`config.mk`:
```
export PLATFORM = sky130hd
export DESIGN_NAME = symbol_pair_fifo
export DESIGN_NICKNAME = d
export VERILOG_FILES = /design/src/rtl/symbol_pair_fifo.sv
export SDC_FILE = /design/constraint.sdc
export NUM_CORES = 1
export LEC_CHECK = 0
export CORE_ASPECT_RATIO = 1.25
export CORE_MARGIN = 5
export CORE_UTILIZATION = 30
export DETAILED_ROUTE_END_ITERATION = 10
export PLACE_DENSITY = 0.5
export SLEW_MARGIN = 0
export SYNTH_ARGS = -nofsm -noshare
export SYNTH_HDL_FRONTEND = slang
export SYNTH_SLANG_ARGS = --single-unit
```
`constraint.sdc`:
```
create_clock -name clk -period 5.2 [get_ports clk]
set_clock_uncertainty 0.1 [all_clocks]
set_input_delay 1.04 -clock clk [delete_from_list [all_inputs] [get_ports clk]]
set_output_delay 1.04 -clock clk [all_outputs]
set_load 0.02 [all_outputs]
```
`src/rtl/symbol_pair_fifo.sv`:
```
// symbol_pair_fifo: packs a serial bit stream into 2-bit symbols (MSB first)
// and buffers them in a show-ahead FIFO feeding the 2-bit sequence detector.
module symbol_pair_fifo #(
    parameter int DEPTH  = 8,
    parameter int ADDR_W = 3
) (
    input  logic              clk,
    input  logic              rst,
    input  logic              BitIn,
    input  logic              BitValid,
    input  logic              Flush,
    output logic [1:0]        SymbolOut,
    output logic              SymbolValid,
    input  logic              SymbolReady,
    output logic [ADDR_W:0]   Level,
    output logic              PartialPending,
    output logic              Overflow
);

    typedef enum logic {
        EMPTY_HALF = 1'b0,
        HAVE_MSB   = 1'b1
    } pack_state_t;

    localparam logic [ADDR_W:0]   LVL_ZERO = '0;
    localparam logic [ADDR_W:0]   LVL_ONE  = (ADDR_W + 1)'(1);
    localparam logic [ADDR_W:0]   LVL_FULL = (ADDR_W + 1)'(DEPTH);
    localparam logic [ADDR_W-1:0] PTR_ONE  = ADDR_W'(1);

    pack_state_t       state_q, state_d;
    logic              half_q, half_d;
    logic              push_s;
    logic [1:0]        push_sym_s;

    logic [1:0]        mem_q [DEPTH];
    logic [ADDR_W-1:0] wr_ptr_q, wr_ptr_d;
    logic [ADDR_W-1:0] rd_ptr_q, rd_ptr_d;
    logic [ADDR_W:0]   level_q, level_d;
    logic              overflow_q, overflow_d;

    logic              pop_s;
    logic              full_s;
    logic              wr_en_s;

    // Packing FSM next state: Flush wins over BitValid and drops the held half.
    always_comb begin
        state_d    = state_q;
        half_d     = half_q;
        push_s     = 1'b0;
        push_sym_s = 2'b00;
        if (Flush) begin
            state_d = EMPTY_HALF;
        end else if (BitValid) begin
            case (state_q)
                EMPTY_HALF: begin
                    half_d  = BitIn;
                    state_d = HAVE_MSB;
                end
                HAVE_MSB: begin
                    push_s     = 1'b1;
                    push_sym_s = {half_q, BitIn};
                    state_d    = EMPTY_HALF;
                end
                default: begin
                    state_d = EMPTY_HALF;
                end
            endcase
        end else begin
            state_d = state_q;
        end
    end

    // Packing FSM state and held MSB registers.
    always_ff @(posedge clk) begin
        if (rst) begin
            state_q <= EMPTY_HALF;
            half_q  <= 1'b0;
        end else begin
            state_q <= state_d;
            half_q  <= half_d;
        end
    end

    // A pop frees a slot on the same edge, so push into a full FIFO is
    // accepted when it coincides with a pop.
    assign pop_s   = (level_q != LVL_ZERO) && SymbolReady;
    assign full_s  = (level_q == LVL_FULL);
    assign wr_en_s = push_s && (!full_s || pop_s);

    // FIFO bookkeeping next state: pointers, explicit level, sticky overflow.
    always_comb begin
        wr_ptr_d   = wr_ptr_q;
        rd_ptr_d   = rd_ptr_q;
        level_d    = level_q;
        overflow_d = overflow_q;
        if (wr_en_s) begin
            wr_ptr_d = wr_ptr_q + PTR_ONE;
        end else begin
            wr_ptr_d = wr_ptr_q;
        end
        if (pop_s) begin
            rd_ptr_d = rd_ptr_q + PTR_ONE;
        end else begin
            rd_ptr_d = rd_ptr_q;
        end
        case ({wr_en_s, pop_s})
            2'b10:   level_d = level_q + LVL_ONE;
            2'b01:   level_d = level_q - LVL_ONE;
            default: level_d = level_q;
        endcase
        if (push_s && full_s && !pop_s) begin
            overflow_d = 1'b1;
        end else begin
            overflow_d = overflow_q;
        end
    end

    // FIFO bookkeeping registers.
    always_ff @(posedge clk) begin
        if (rst) begin
            wr_ptr_q   <= '0;
            rd_ptr_q   <= '0;
            level_q    <= '0;
            overflow_q <= 1'b0;
        end else begin
            wr_ptr_q   <= wr_ptr_d;
            rd_ptr_q   <= rd_ptr_d;
            level_q    <= level_d;
            overflow_q <= overflow_d;
        end
    end

    // Symbol storage; cleared on reset so no stale symbol survives it.
    always_ff @(posedge clk) begin
        if (rst) begin
            for (int i = 0; i < DEPTH; i++) begin
                mem_q[i] <= 2'b00;
            end
        end else if (wr_en_s) begin
            mem_q[wr_ptr_q] <= push_sym_s;
        end else begin
            mem_q[wr_ptr_q] <= mem_q[wr_ptr_q];
        end
    end

    // Show-ahead head of FIFO, forced to zero while empty.
    always_comb begin
        if (level_q != LVL_ZERO) begin
            SymbolOut = mem_q[rd_ptr_q];
        end else begin
            SymbolOut = 2'b00;
        end
    end

    assign SymbolValid    = (level_q != LVL_ZERO);
    assign Level          = level_q;
    assign PartialPending = (state_q == HAVE_MSB);
    assign Overflow       = overflow_q;

endmodule

```
# == Word level (Yosys, flattened, before mapping) ==
# Memories as Yosys holds them, arrays and structs flattened. A register that Yosys moved wholly into a read port is not among the register bits.
# Index checks and enable logic that the tools add are counted.
# totals
register_bits,13
mem_bits_rw,16
in_bits,6
output_inout_bits,9
word_cells,54
n_memories,1
# classes
add_sub_neg,4
eq_ne,4
muxes,23
bitwise_logic,3
n_reduce_logical,13
# memory_table
name,depth,width,rd,rd_ports_with_merged_regs,wr,line_no,rtl
mem_q,8,2,1,1,8,35,logic [1:0] mem_q [DEPTH];
# op_table
cell,n
$mux 1,12
$mux 2,6
$mux 3,3
$pmux 4 s2,1
$add 3x1->3 const B,2
$add 4x1->4 const B,1
$eq 4x4->1 const B,1
$logic_and 1x1->1,4
$reduce_bool 4->1,1
$reduce_or 2->1,2
$sub 4x1->4 const B,1
$reduce_and 3->1,1
$eq 2x1->1 const B,1
$eq 2x2->1 const B,1
$logic_not 1->1,2
$not 1->1,2
$pmux 1 s2,1
$reduce_and 2->1,1
$reduce_bool 2->1,1
$logic_or 1x1->1,1
$ne 0x0->1,1
$or 1x1->1,1

# == Depth between registers and ports, before layout ==
# Gate-level depths: netlist of run 1.
# depth
ltp_word,11
depth_mapped,13
mapped_depth_nobuf,12

# == Least setup slack after synthesis of run 1 ==
# OpenSTA, ideal clock, no wires.
# synth_path
path_type,input port to flip-flop
from,in Flush
to,"reg level_q[2], in the netlist Level[2]"
setup_time_ps,71
arrival_time_ps,2915
t_required_ps,5029
path_slack_ps,2115
path_stages,11
n_path_buf,1
path_cell_list,and3b_1 buf_2 a21boi_4 inv_2 ha_1 xor2_1 ha_1 a21oi_1 xor2_1 or3_1 a21oi_1
# synth_between
elab_chain_len,4
elab_cells_between_ends,6
cone_classes,eq/ne (2); mux (2); reduce/logical (2)
# synth_lines
element,line_no,rtl
from (decl),11,"input logic Flush,"
$mux 1 *,51,if (Flush) begin
$logic_and 1x1->1 *,88,assign wr_en_s = push_s && (!full_s || pop_s);
$eq 2x1->1 / $eq 2x2->1 (equally long branches),106,"case ({wr_en_s, pop_s})"
$pmux 4 s2 / $reduce_bool 2->1 (equally long branches),n/a,
to (signal assigned),128,level_q <= level_d;
to (decl),38,"logic [ADDR_W:0] level_q, level_d;"
# Every way passes the cells marked *; elsewhere a longest branch is shown, timed or not.
# A chain may end at the register's enable or synchronous reset.

# == Worst setup path in the final report of run 1 ==
# layout_path
from,in BitValid
to,"reg level_q[2], in the netlist Level[2]"
# layout_between
elab_chain_len,5
elab_cells_between_ends,7
cone_classes,eq/ne (2); mux (3); reduce/logical (2)
# layout_lines
element,line_no,rtl
from (decl),10,"input logic BitValid,"
$mux 1 *,53,end else if (BitValid) begin
$mux 1 *,51,
$logic_and 1x1->1 *,88,
$eq 2x1->1 / $eq 2x2->1 (equally long branches),106,
$pmux 4 s2 / $reduce_bool 2->1 (equally long branches),n/a,
# Marks and branches as above.

==> reports/qor.csv, run 1 <==
stage;metric;value;unit
sta;unrepaired setup endpoints after global routing;false;
floorplan;die width;75.15;µm
placed_design;PortBufs;14;
critical_path;Top Family by Delay on Critical Path;simple AND/OR/NAND/NOR gates;
final_layout;nets@finish;169;
critical_path;Critical Path Start Type;input port;
power_and_ir_drop;Pint;0.4391;mW
placed_design;Place WS;1293;ps
status;run status;complete, no violations;
floorplan;# rows;29;
cts;Inserted Clock Buffers;5;
power_and_ir_drop;Combinational Power Share;0.096;
detailed_routing;Initial DRC Count;26;
critical_path;CP Data Arrival Time;3710;ps
sta;Final setup viols;0;
worst_hold_path;HP Class;register to register;
cts;post_cts resized;0;
sta;final-report max-slew violation count;0;
power_and_ir_drop;Sw Pwr;0.1256;mW
power_and_ir_drop;Pwr Total;0.5648;mW
sta;crit share post-route;0.6960;
detailed_routing;final WL;3192;µm
power_and_ir_drop;pwr dens;299.5;nW/µm²
synthesis;flops & latches, synth;32;
cts;Clk Tree Root Cell;clkbuf_8;
sta;f_max;0.2763;GHz
final_layout;fraction of final layout cells sized beyond drive strength 1;0.1509;
power_and_ir_drop;VDD IR-drop max;0.1220;mV
detailed_routing;antenna viol nets, final;0;
critical_path;WP buf/inv;2;
final_layout;footprint of the multi-input gates;744.5;µm²
cts;Clock Latency Late Sink;280;ps
final_layout;Reg area;800.8;µm²
synthesis;Post-Syn Instances;143;
synthesis;syn_area_per_cell;11.13;µm²
final_layout;diodes inserted;0;
floorplan;initial core utilization;0.3111;
global_routing;vias in the first global route;1152;
placed_design;gp weighted congestion;0.7864;
sta;minimum clock period;3619;ps
detailed_routing;routed len/inst;14.44;µm
synthesis;fraction of the yosys area taken by sequential cells;0.5031;
final_layout;fillcell total;503;
critical_path;Worst EP required;5290;ps
global_routing;total congestion overflow;0;
sta;Least-Margin Pin Slew;894.7;ps
sta;Rel. slew slack;0.4017;
floorplan;Core Footprint;5116;µm²
power_and_ir_drop;Sequential Power Share;0.493;
cts;Setup Fix Bufs, Post-CTS;0;
floorplan;die area;6871;µm²
synthesis;Post-Syn Area;1592;µm²
sta;Final Hold Viols;0;
detailed_routing;vias per cell;4.887;
sta;Setup TNS;0;ps
global_routing;first-pass GRT wire length;5361;µm
final_layout;Layout area overhead;18.47;%
critical_path;critical path endpoint category;register;
synthesis;Unique masters post-synth;42;
floorplan;io pins;15;
critical_path;largest stage delay on the critical path;510;ps
synthesis;Ys Warns;0;
cts;CTS tree;built;
cts;Worst-path clk slew;70;ps
detailed_routing;Residual DRC;0;
power_and_ir_drop;Lkg Pwr;0.6920;nW
sta;final worst slack;1581;ps
cts;clk sinks;32;
critical_path;Worst path slowest cell;clkdlybuf4s50_1;
power_and_ir_drop;sw frac;0.2224;
placed_design;hpwl dp;2402;µm
global_routing;Total GRT Usage;0.1018;
global_routing;largest net degree at the start of global routing;25;
critical_path;critical path, cell by cell;clkdlybuf4s50_1, and3b_1, a21boi_4, inv_2, ha_1, xor2_1, ha_1, a21oi_1, xor2_1, or3_1, a21oi_1;
cts;H-tree level count;2;
detailed_routing;DR vias;1080;
cts;clock tree buffer depth;2;
detailed_routing;1st-pass router iterations;4;
flow_run;Max Cap Viol;0;
global_routing;initial antenna violation count;0;
floorplan;die height;91.44;µm
power_and_ir_drop;Clk pwr share;0.411;
critical_path;WS Path Type;input port to register;
critical_path;Worst Path Max Fanout;7;
synthesis;syn_nets;154;
cts;CTS Hold Buffers Added;0;
## power groups by stage
stage | Clock (mW) | Combinational, mW | Sequential (mW)
2_1_floorplan | 0 | 0.0358 | 0.283
3_3_place_gp | 0 | 0.0537 | 0.283
3_5_place_dp | 0 | 0.0547 | 0.284
4_1_cts | 0.238 | 0.0550 | 0.278
5_1_grt | 0.247 | 0.0590 | 0.279
6_report | 0.232 | 0.0543 | 0.278
## layer usage
| layer | wire (µm) | part of all wire | global-route usage |
|---|---|---|---|
| met5 | 0 | 0 | 0 |
| met4 | 40 | 0.013 | 0.04373 |
| met3 | 115 | 0.036 | 0.02762 |
| met2 | 1726 | 0.54 | 0.1781 |
| met1 | 1309 | 0.41 | 0.1121 |
## synthesized netlist by cell type (all sizes together)
cell	count	share of area
a21o	2	0.0094
xor2	5	0.032
nor2b	1	0.0039
xnor2	3	0.017
ha	5	0.039
mux4	4	0.057
inv	4	0.0094
nor3b	2	0.0094
nand4	2	0.0079
buf	3	0.013
o211ai	1	0.0079
nand2b	4	0.016
and2b	1	0.0047
mux2i	4	0.025
edfxtp	16	0.30
o21ai	2	0.0063
and3b	1	0.0055
a32o	1	0.0063
mux2	1	0.0071
a21oi	5	0.018
dfxtp	16	0.20
nand2	7	0.021
a41o	2	0.013
or3	2	0.011
nand3	4	0.013
a31o	4	0.022
o22ai	1	0.0039
nor3	2	0.0094
a21boi	1	0.012
a31oi	1	0.0039
clkbuf	3	0.0071
nor2	33	0.087
## cells in the final DEF, fill, tap and decap left out, types with 3 or more instances in the layout
| cell | n |
|---|---|
| nand2b_1 | 4 |
| dfxtp_1 | 16 |
| nor2_1 | 31 |
| xor2_1 | 4 |
| a21oi_1 | 4 |
| nand2_1 | 6 |
| clkbuf_8 | 5 |
| mux2i_1 | 4 |
| clkdlybuf4s50_1 | 14 |
| xnor2_1 | 3 |
| ha_1 | 5 |
| nand3_1 | 4 |
| mux4_2 | 4 |
| edfxtp_1 | 16 |
## area by class of cell
type                            count  area share
Multi-Input combinational cell    101      0.3948
Clock inverter                      2     0.01858
Clock buffer                        6     0.03849
Tap cell                           62     0.04114
Inverter                            4    0.007963
Timing Repair Buffer               14     0.07432
Sequential cell                    32      0.4247
## registers in the layout, summed over array words and instances (netlist names), named ones only
signal          count
Overflow            1
half_q              1
Level               4
rd_ptr_q            3
PartialPending      1
mem_q              16
wr_ptr_q            3
## metrics by stage
step	hold slack, ps	util	cell area [µm²]	cells
floorplan	354.1	-	1592	143
global placement	380.8	0.3475	1778	213
detailed placement	385.1	0.3475	1778	213
CTS	396.3	0.3686	1886	221
global route	410.4	0.3686	1886	221
finish	393.2	0.3686	1886	221
## worst paths after layout
| kind | from | end | slack, ps | cells past startpoint |
|---|---|---|---|---|
| worst max-delay path | BitValid | Level[2] | 1580 | 11 |
| worst min-delay path | rd_ptr_q[1] | rd_ptr_q[1] | 390 | 2 |
| worst max register to register | Level[0] | Level[2] | 2410 | 12 |
| worst min register to register | rd_ptr_q[1] | rd_ptr_q[1] | 390 | 2 |
## cell families (layout without fill, tap and decap cells)
family          Yosys count  after routing  share of synthesized area
mux                       9              9                    0.08884
xor+xnor                  8              8                    0.04875
compound gates           20             20                     0.1022
flops                    32             32                     0.5031
fa+ha+maj                 5              5                    0.03931
simple gates             59             59                     0.1887
buf+inv                  10             26                    0.02909
## tightest hold or removal path, delay by kind of cell (launching register included)
family,cells,cell delay (ps)
and+or+nand+nor,1,50
AOI/OAI and AO/OA,1,70
DFF,1,310
Note: power is estimated with default switching activity, not from simulation.
==> run 2, diff against run 1 <==
clock period = 3.5 ns   (was 5.2 ns; I/O delays follow)
==> run 2 against run 1 <==
Net effect:
- flip-flop and latch count is the same
- combinational power grew 51%
- largest cell class unchanged
- cell count grew 1.8%
- global-route usage grew 0.15 points
==> reports/qor.csv, run 2 (synthesized netlist as in run 1, its figures left out) <==
stage;metric;value;unit;change
flow_run;Max Cap Viol;0;;unchanged
placed_design;hpwl dp;2406;µm;was 2402 µm
final_layout;fraction of final layout cells sized beyond drive strength 1;0.1718;;was 0.1509
global_routing;first-pass GRT wire length;5457;µm;was 5361 µm
sta;unrepaired setup endpoints after global routing;false;;unchanged
detailed_routing;Initial DRC Count;35;;was 26
critical_path;WS Path Type;input port to register;;unchanged
final_layout;Largest Register;mem_q;;unchanged
floorplan;die height;91.44;µm;unchanged
detailed_routing;DRT met1 WL;1263;µm;was 1309 µm
detailed_routing;routed len/inst;13.87;µm;was 14.44 µm
floorplan;die area;6871;µm²;unchanged
critical_path;Worst EP required;3620;ps;was 5290 ps
status;run status;complete, no violations;;unchanged
power_and_ir_drop;Pwr Total;0.8371;mW;was 0.5648 mW
floorplan;# rows;29;;unchanged
detailed_routing;final WL;3120;µm;was 3192 µm
global_routing;vias in the first global route;1178;;was 1152
sta;Rel. slew slack;0.6364;;was 0.4017
sta;Final setup viols;0;;unchanged
sta;final-report max-slew violation count;0;;unchanged
placed_design;placed cell count;217;;was 213
cts;CTS tree;built;;unchanged
critical_path;reg2reg end;Level[2];;unchanged
detailed_routing;WL met2;1705;µm;was 1726 µm
detailed_routing;vias per cell;4.822;;was 4.887
floorplan;io pins;15;;unchanged
sta;Final Hold Viols;0;;unchanged
floorplan;initial core utilization;0.3111;;unchanged
final_layout;diodes inserted;0;;unchanged
cts;CTS Hold Buffers Added;0;;unchanged
worst_hold_path;HP Class;register to register;;unchanged
cts;Worst-path clk slew;70;ps;about the same
cts;clock tree buffer depth;2;;unchanged
cts;Inserted Clock Buffers;5;;unchanged
critical_path;worst r2r path cells;12;;unchanged
global_routing;Total GRT Usage;0.1033;;was 0.1018
detailed_routing;antenna viol nets, final;0;;unchanged
power_and_ir_drop;pwr dens;437.0;nW/µm²;was 299.5 nW/µm²
critical_path;Critical Path Start Type;input port;;unchanged
critical_path;Worst Path Max Fanout;5;;was 7
detailed_routing;1st-pass router iterations;4;;unchanged
cts;Clk Tree Root Cell;clkbuf_8;;unchanged
final_layout;fillcell total;502;;was 503
placed_design;PortBufs;14;;unchanged
placed_design;gp weighted congestion;0.8540;;was 0.7864
cts;post_cts resized;0;;unchanged
global_routing;initial antenna violation count;0;;unchanged
floorplan;Core Footprint;5116;µm²;unchanged
cts;Clock Latency Late Sink;280;ps;about the same
final_layout;max FFs per register;16;;unchanged
sta;Least-Margin Pin Slew;543.7;ps;was 894.7 ps
cts;clk sinks;32;;unchanged
critical_path;crit path from;BitValid;;unchanged
critical_path;CP endpoint;Level[2];;unchanged
sta;crit share post-route;0.8263;;
placed_design;Place WS;291.5;ps;was 1293 ps
critical_path;critical path endpoint category;register;;unchanged
cts;H-tree level count;2;;unchanged
final_layout;nets@finish;173;;was 169
floorplan;die width;75.15;µm;unchanged
critical_path;CP Data Arrival Time;3010;ps;was 3710 ps
sta;f_max;0.3458;GHz;
critical_path;worst reg2reg setup slack;840;ps;was 2410 ps
final_layout;fin cells;225;;was 221
critical_path;worst r2r src;Level[1];;was Level[0]
final_layout;Layout area overhead;20.36;%;was 18.47%
final_layout;commonest non-fill, non-tap cells in the layout;nor2_1 (31), dfxtp_1 (16), edfxtp_1 (16), clkdlybuf4s50_1 (14), nand2_1 (6);;unchanged
final_layout;commonest non-fill, non-tap cell in the layout;nor2_1;;unchanged
detailed_routing;DR vias;1085;;was 1080
global_routing;largest net degree at the start of global routing;15;;was 25
power_and_ir_drop;VDD IR-drop max;0.2183;mV;was 0.1220 mV
power_and_ir_drop;Lkg Pwr;0.7124;nW;was 0.6920 nW
sta;Setup TNS;0;ps;unchanged
detailed_routing;Residual DRC;0;;unchanged
detailed_routing;WL met3;95;µm;was 115 µm
detailed_routing;Top Layer Used;met4;;unchanged
sta;minimum clock period;2892;ps;
global_routing;total congestion overflow;0;;unchanged
cts;Setup Fix Bufs, Post-CTS;0;;unchanged
sta;final worst slack;608.1;ps;was 1581 ps
-- run 2: cell count changes in the layout (fill, tap and decap cells not counted), sizes merged --
cell / previous run / this run
buf: 0 / 4
-- run 2: per-layer routing --
metal,GRT usage,up-vias
li1,-,544
met1,0.1113,526
met2,0.1839,10
met3,0.02762,5
met4,0.04373,0
met5,0,-
-- run 2: through the flow --
| step | cell area (µm²) | hold WS [ps] | util |
|---|---|---|---|
| 2_1_floorplan | 1592 | 354.1 | - |
| 3_3_place_gp | 1808 | 373.5 | 0.3534 |
| 3_5_place_dp | 1808 | 388.1 | 0.3534 |
| 4_1_cts | 1916 | 397.3 | 0.3744 |
| 5_1_grt | 1916 | 452.3 | 0.3744 |
| 6_report | 1916 | 394.9 | 0.3744 |
-- run 2: critical path, cell delays in order --
cell and delay (ps):
clkdlybuf4s50_1 500, and3b_1 230, a21boi_4 210, inv_2 80
ha_1 250, xor2_1 160, ha_1 190, a21oi_1 140
xor2_1 90, or3_1 310, a21oi_1 140
-- run 2: worst min-delay path by stage --
stage / depth (start not counted) / endpoint / start
detailed placement: 2 / register / rd_ptr_q[1]
global route: 2 / rd_ptr_q[1] / rd_ptr_q[1]
finish: 2 / rd_ptr_q[1] / rd_ptr_q[1]
floorplan: 2 / register / rd_ptr_q[1]
global placement: 2 / rd_ptr_q[1] / rd_ptr_q[1]
CTS: 2 / rd_ptr_q[1] / rd_ptr_q[1]
-- run 2: power breakdown --
part	switching, mW	internal (mW)	leakage (nW)
clock network	0.131	0.211	0.0552
logic	0.0423	0.0398	0.363
registers	0.00941	0.403	0.295
total	0.183	0.654	0.712
-- run 2: area by class of cell --
cell class	count	area (µm²)	share of cell area
Tap cell	62	77.57	0.04050
Inverter	4	15.01	0.007838
Timing Repair Buffer	18	170.2	0.08883
Clock inverter	2	35.03	0.01829
Multi-Input combinational cell	101	744.5	0.3886
Clock buffer	6	72.57	0.03788
Sequential cell	32	800.8	0.4180
